`config.mk`:
```
export PLATFORM = sky130hd
export DESIGN_NAME = pipe_hazard_ctrl
export DESIGN_NICKNAME = d
export VERILOG_FILES = /design/src/rtl/pipe_hazard_ctrl.sv
export SDC_FILE = /design/constraint.sdc
export NUM_CORES = 1
export LEC_CHECK = 0
export ABC_AREA = 1
export CELL_PAD_IN_SITES_DETAIL_PLACEMENT = 2
export CELL_PAD_IN_SITES_GLOBAL_PLACEMENT = 2
export CORE_UTILIZATION = 14
export DETAILED_ROUTE_END_ITERATION = 10
export GPL_ROUTABILITY_DRIVEN = 0
export PLACE_DENSITY = 0.79
export SLEW_MARGIN = 20
export SYNTH_ARGS = -nofsm -noshare
export SYNTH_HDL_FRONTEND = slang
export SYNTH_SLANG_ARGS = --single-unit
```
`constraint.sdc`:
```
create_clock -name clk -period 2.9 [get_ports clk]
set_input_delay 0.87 -clock clk [delete_from_list [all_inputs] [get_ports clk]]
set_output_delay 0.87 -clock clk [all_outputs]
set_load 0.01 [all_outputs]
```
`src/rtl/pipe_hazard_ctrl.sv`:
```
// pipe_hazard_ctrl: hazard and stall sequencer for a five-stage MIPS pipeline.
// Each cycle it decides whether the PC and each pipeline register loads, holds,
// or is cleared to a bubble. It handles load-use hazards, taken-branch flushes
// and data-memory wait states.
//
// Optional feature: define PIPE_HAZARD_CTRL_PERF_EN to build the saturating
// stall_cycles / flush_count performance counters. When it is undefined both
// outputs are tied to zero and no counter flops exist.
//
// Outputs are Mealy: a hazard stalls in the same cycle it is detected.

module pipe_hazard_ctrl #(
  parameter int unsigned WIDTH      = 32,
  // Bubble cycles per load-use hazard; legal range 1..3.
  parameter int unsigned LOAD_STALL = 1
) (
  input  logic             clk,
  input  logic             reset,
  input  logic [4:0]       id_rs,
  input  logic [4:0]       id_rt,
  input  logic             id_uses_rt,
  input  logic             ex_mem_read,
  input  logic [4:0]       ex_rd,
  input  logic             branch_taken,
  input  logic             dmem_req,
  input  logic             dmem_ready,
  output logic             pc_write,
  output logic             if_id_write,
  output logic             if_id_flush,
  output logic             id_ex_flush,
  output logic             ex_mem_write,
  output logic             mem_wb_write,
  output logic [WIDTH-1:0] stall_cycles,
  output logic [WIDTH-1:0] flush_count
);

  typedef enum logic [1:0] {
    StRun       = 2'd0,
    StLoadStall = 2'd1,
    StMemWait   = 2'd2
  } state_e;

  // Control vector order: {pc_write, if_id_write, if_id_flush, id_ex_flush,
  //                        ex_mem_write, mem_wb_write}
  localparam logic [5:0] CtlRun    = 6'b110011;
  localparam logic [5:0] CtlFlush  = 6'b111011;
  localparam logic [5:0] CtlStall  = 6'b000111;
  localparam logic [5:0] CtlFreeze = 6'b000000;

  // The detection cycle is the first bubble, so the counter covers the rest.
  localparam logic [1:0] CntInit    = 2'(LOAD_STALL - 1);
  localparam bit         MultiStall = (LOAD_STALL > 1);

  state_e     state_q, state_d;
  state_e     ret_q, ret_d;
  state_e     eff_state;
  logic [1:0] cnt_q, cnt_d;
  logic [5:0] ctl;
  logic       lu;
  logic       mw;

  assign lu = ex_mem_read && (ex_rd != 5'd0) &&
              ((ex_rd == id_rs) || (id_uses_rt && (ex_rd == id_rt)));
  assign mw = dmem_req && !dmem_ready;

  // if_id_flush dominates if_id_write at the pipeline register itself.
  assign {pc_write, if_id_write, if_id_flush, id_ex_flush, ex_mem_write, mem_wb_write} = ctl;

  // Next-state and Mealy control decode.
  always_comb begin
    ctl     = CtlRun;
    state_d = state_q;
    ret_d   = ret_q;
    cnt_d   = cnt_q;

    // On the completing memory cycle the pipe is no longer frozen: behave
    // exactly as the state the wait interrupted would, including its
    // transition. A resumed load stall therefore spends this cycle as one of
    // its bubbles and only stays in LOAD_STALL if cycles remain.
    eff_state = state_q;
    if (state_q == StMemWait && dmem_ready) begin
      eff_state = ret_q;
    end

    unique case (eff_state)
      StRun: begin
        if (mw) begin
          ctl     = CtlFreeze;
          ret_d   = StRun;
          state_d = StMemWait;
        end else if (lu) begin
          ctl = CtlStall;
          if (MultiStall) begin
            cnt_d   = CntInit;
            state_d = StLoadStall;
          end else begin
            state_d = StRun;
          end
        end else if (branch_taken) begin
          ctl     = CtlFlush;
          state_d = StRun;
        end else begin
          ctl     = CtlRun;
          state_d = StRun;
        end
      end
      StLoadStall: begin
        if (mw) begin
          // cnt is held so the stall resumes where it left off.
          ctl     = CtlFreeze;
          ret_d   = StLoadStall;
          state_d = StMemWait;
        end else begin
          ctl     = CtlStall;
          cnt_d   = cnt_q - 2'd1;
          state_d = (cnt_q == 2'd1) ? StRun : StLoadStall;
        end
      end
      StMemWait: begin
        // Only reached while dmem_ready is low.
        ctl = CtlFreeze;
      end
      default: begin
        ctl     = CtlRun;
        state_d = StRun;
      end
    endcase

    // During reset every register loads so the pipe clears through its own reset.
    if (reset) begin
      ctl = CtlRun;
    end
  end

  // FSM state, return state and stall counter.
  always_ff @(posedge clk) begin
    if (reset) begin
      state_q <= StRun;
      ret_q   <= StRun;
      cnt_q   <= 2'd0;
    end else begin
      state_q <= state_d;
      ret_q   <= ret_d;
      cnt_q   <= cnt_d;
    end
  end

`ifdef PIPE_HAZARD_CTRL_PERF_EN
  logic [WIDTH-1:0] stall_cycles_q;
  logic [WIDTH-1:0] flush_count_q;

  // Saturating perf counters: cycles with the PC held, and IF/ID flushes.
  always_ff @(posedge clk) begin
    if (reset) begin
      stall_cycles_q <= '0;
      flush_count_q  <= '0;
    end else begin
      if (!pc_write && (stall_cycles_q != {WIDTH{1'b1}})) begin
        stall_cycles_q <= stall_cycles_q + WIDTH'(1);
      end
      if (if_id_flush && (flush_count_q != {WIDTH{1'b1}})) begin
        flush_count_q <= flush_count_q + WIDTH'(1);
      end
    end
  end

  assign stall_cycles = stall_cycles_q;
  assign flush_count  = flush_count_q;
`else
  assign stall_cycles = '0;
  assign flush_count  = '0;
`endif

endmodule

```
# Word level (Yosys, flattened, before mapping)
# Cells that the tools add are included.
# totals
out_inout_bits,70
in_bits,22
reg_bits,6
word_cells,39
# classes
muxes,14
reduce_logical,12
bitwise_logic,1
n_addsub,1
eq_ne,8
# ops
op,count
$mux 6,3
$pmux 6 s3,1
$eq 5x5->1,2
$mux 2,5
$pmux 2 s3,1
$logic_and 1x1->1,5
$reduce_bool 5->1,1
$eq 2x1->1 const B,2
$eq 2x2->1 const B,2
$mux 4,1
$ne 2x2->1 const B,2
$pmux 2 s2,1
$mux 3,1
$reduce_and 3->1,1
$logic_not 2->1,1
$reduce_and 2->1,1
$reduce_bool 2->1,1
$sub 2x1->2 const B,1
$logic_not 1->1,1
$logic_or 1x1->1,1
$mux 1,1
$not 1->1,1

# Longest topological paths before layout
# depth
depth_word,8
mapped_depth,10
mapped_depth_nobuf,9

# Worst setup path after synthesis
# OpenSTA, ideal clock, no wires.
# synth_timing
path_kind,input-to-output
from,in dmem_ready
to,out pc_write
required_time_ps,2030
path_buffers,1
t_arrival_ps,1958
path_stages,8
slack_ps,72
cell_sequence,inv_2 > o21ai_0 > ha_1 > inv_1 > nor2_1 > nand2_1 > nand2_1 > buf_4
# synth_between
elab_chain_cells,5
word_cells_on_any_way,10
classes_between,eq/ne: 2; mux: 4; reduce/logical: 4
# synth_rtl
element,line_no,text
"start, declared",26,"input logic dmem_ready,"
$logic_and 1x1->1 or $logic_not 1->1 (tied branches),"81, 64",
$mux 2 or $logic_and 1x1->1 (tied branches),"81, 64",
"$eq 2x2->1, or another cell as far along",85,unique case (eff_state)
$pmux 6 s3 *,85,
$mux 6 *,130,if (reset) begin
"end, declared",27,"output logic pc_write,"
# Mark *: on every way between the ends. The rest lies on a longest branch, timed or not.

# Worst setup path in the final report
# layout_timing
from,in dmem_req
to,out id_ex_flush
# layout_between
elab_chain_cells,4
word_cells_on_any_way,5
classes_between,mux: 4; reduce/logical: 1
# layout_rtl
element,line_no,text
"start, declared",25,"input logic dmem_req,"
$logic_and 1x1->1 *,64,assign mw = dmem_req && !dmem_ready;
$mux 3 or $mux 6 (tied branches),"108, 87",
$pmux 6 s3 *,85,
$mux 6 *,130,
"end, declared",30,"output logic id_ex_flush,"
# Marks and branches as above.

==> results.md <==
- Status: completed
- PD cells: between 200 and 250 mW/mm^2
- Min cycle time layout: ~2.8 ns
- Worst Path Class, Setup: input port to output pin
- Num CTS Buffers: 3
- FMAX: ~360 MHz
- Crit Reg-Reg Startpoint: state_q[1]
- Post-Syn Instances: ~170
- Antenna Violating Nets Remaining: 0
- Number of synthesized register bits: 5
- YS warnings: 0
- Max Cap Violations: 0
- Area growth, synth to finish: 30.7%
- Commonest non-fill, non-tap cell in the layout: conb_1
- Largest net degree at the start of global routing: 5
- # fillers: 915
- DR iter-0 viols: 6
- CTS tree: done
- Die area: ~0.0080 sq mm
- Total routed wirelength: 2.84 mm
- Post-DP HPWL: ~2.4 mm
- First-pass GRT wire length: ~4.5 mm
- Initial Util: roughly 15%
- Grt total ovfl: 0
- Placed insts: approximately 310
- Chip width: 89.4 um
- DR DRC count: 0
- R2R setup slack: 1.04 ns
- Vias: around 1000
- WHS: around 0.46 ns
- Share of layout cells above drive strength 1: about a quarter
- Worst Path Max Fanout: 3
- CTS Buffer Depth: 2
- Vias in the first global route: just under 1000
- Overall Global Routing Usage: 7.24%
- Final worst-path cycle share: 97.1%
- Clock Latency Late Sink: 0.22 ns
- R2R Path End: state_q[1]
- Leak: between 0.7 and 0.8 nW
- Power, Total: around 0.34 mW
- Count of cell types in the netlist: 18
- Worst Path Required: 2.03 ns
- Hold Path End: cnt_q[1]
- CP arrival: around 2 ns
- Hold-fix buffers at CTS: 0
- Maximum vdd drop: 0.0000747 V
- # rows: 31
- Number of detailed-route iterations in the first pass: 2
- Min-Delay Startpoint: cnt_q[1]
- Final Hold Viols: 0
- Mapped Avg Cell Area: 6.21 sq um
- Slew Limit Fails: 0
- Via/cell ratio: 3.06
- PortBufs: 27
- Setup crit start kind: input port
- Antenna diode count: 0
- CORE AREA: between 0.007 and 0.008 sq mm
- Crit. End Element: output pin
- DR WL/cell: approximately 9 um
- Hold path depth: 2
- I/O pin cnt: slightly above 90
- Most frequent cells in the layout: conb_1 (64), nand2_1 (32), buf_4 (19), inv_1 (18), dlygate4sd2_1 (12)
- Finished Layout Cells: between 300 and 400
- H-tree depth: 1
- Clock root cell: clkbuf_8
- Hold Path Class: register to register
- R2R depth: 10
- Die H: between 80 and 90 um
- Setup violations, final: 0
- Total Nets Final: 246
- Clk slew on worst S/H paths: approximately 0.030 ns
- Synthesized area: around 0.0011 sq mm
- Clk sinks: 5
- Initial antenna violation count: 0
- Clock skew: around 0.0028 ns
- RSZ-0062 raised after global routing: false
- Register area share after synthesis: a little under a tenth
per-layer routing:
layer / share of wire [%] / GRT usage (%) / wire length [um] / up-vias
li1: - / - / - / 482
met1: 36 / 7.26 / 1020 / 444
met2: 58 / 14.9 / 1650 / 46
met3: 5.8 / 1.11 / 166 / 2
met4: 0.49 / 2.60 / 14 / 0
met5: 0 / 0 / 0 / -
cell type report:
cell class,instances,area (sq um),area share [%]
multi-input cells,137,671,48.0
repair buffers,46,350,25.1
clock buffers,4,45.0,3.23
flip-flops and latches,5,100,7.17
well taps,99,124,8.87
inverters,27,106,7.62
cells by family after synthesis:
logic type / count (synthesis) / synth area share, %
buffers and inverters: 93 / 55.9
AND/OR/NAND/NOR: 52 / 20.1
AO/OA/AOI/OAI: 16 / 8.78
flip-flops: 5 / 9.37
other: 1 / 0.351
XOR/XNOR: 1 / 0.820
adder cells (fa/ha/maj): 4 / 4.68
power by group:
group	internal, mW	switching (mW)	leakage, nW	total [mW]
logic	0.0520	0.0920	0.718	0.144
clock network	0.0942	0.0323	0.0228	0.127
registers	0.0713	0.00162	0.0405	0.0729
synth_stat cells:
cell type	n	area share (%)
a21oi_1	6	2.8
a21oi_2	1	0.82
buf_4	66	46
conb_1	1	0.35
dfxtp_1	5	9.4
ha_1	4	4.7
inv_1	22	7.7
inv_2	5	1.8
nand2_1	32	11
nand2_2	3	1.8
nand3_1	3	1.4
nand3_2	1	0.94
nor2_1	12	4.2
nor2_2	1	0.59
o2111ai_1	2	1.6
o21ai_0	6	2.8
o31ai_1	1	0.70
xnor2_1	1	0.82
sequential cells by signal, indices dropped and copies added (netlist names):
name and cells:
state_q 2, cnt_q 2, ret_q 1
worst max path at each step:
stage                     slack (ns)     endpoint       start
after floorplan                 0.07     pc_write  dmem_ready
after detailed placement       -0.90  id_ex_flush  dmem_ready
after global routing           0.003  if_id_write    id_rt[4]
after CTS                      0.009  if_id_write  id_uses_rt
final                           0.08  id_ex_flush    dmem_req
after global placement         -0.83  id_ex_flush  dmem_ready
metrics by stage:
step                      worst slack, ns  cell area, sq um  util (%)  TNS (ns)
final                              0.0849              1400      19.0         0
after global routing              0.00264              1400      19.0         0
after CTS                         0.00884              1410      19.2         0
after detailed placement           -0.902              1290      17.5     -3.96
after global placement             -0.827              1290      17.5     -3.55
after floorplan                    0.0716              1310         -         0
worst max-delay path: stages:
cell and delay, ns:
clkdlybuf4s50_1 0.44, nand2_2 0.11, inv_2 0.06, nor2_2 0.14, inv_2 0.07, a21oi_2 0.12, buf_2 0.14
what timing repair did:
item | 4_1_cts | 5_1_grt
resized for setup | 55 | 14
setup endpoints to repair | 6 | 4
pin swaps | 14 | 8
buffers inserted | 8 | 0
Note: power is estimated with default switching activity, not from simulation.
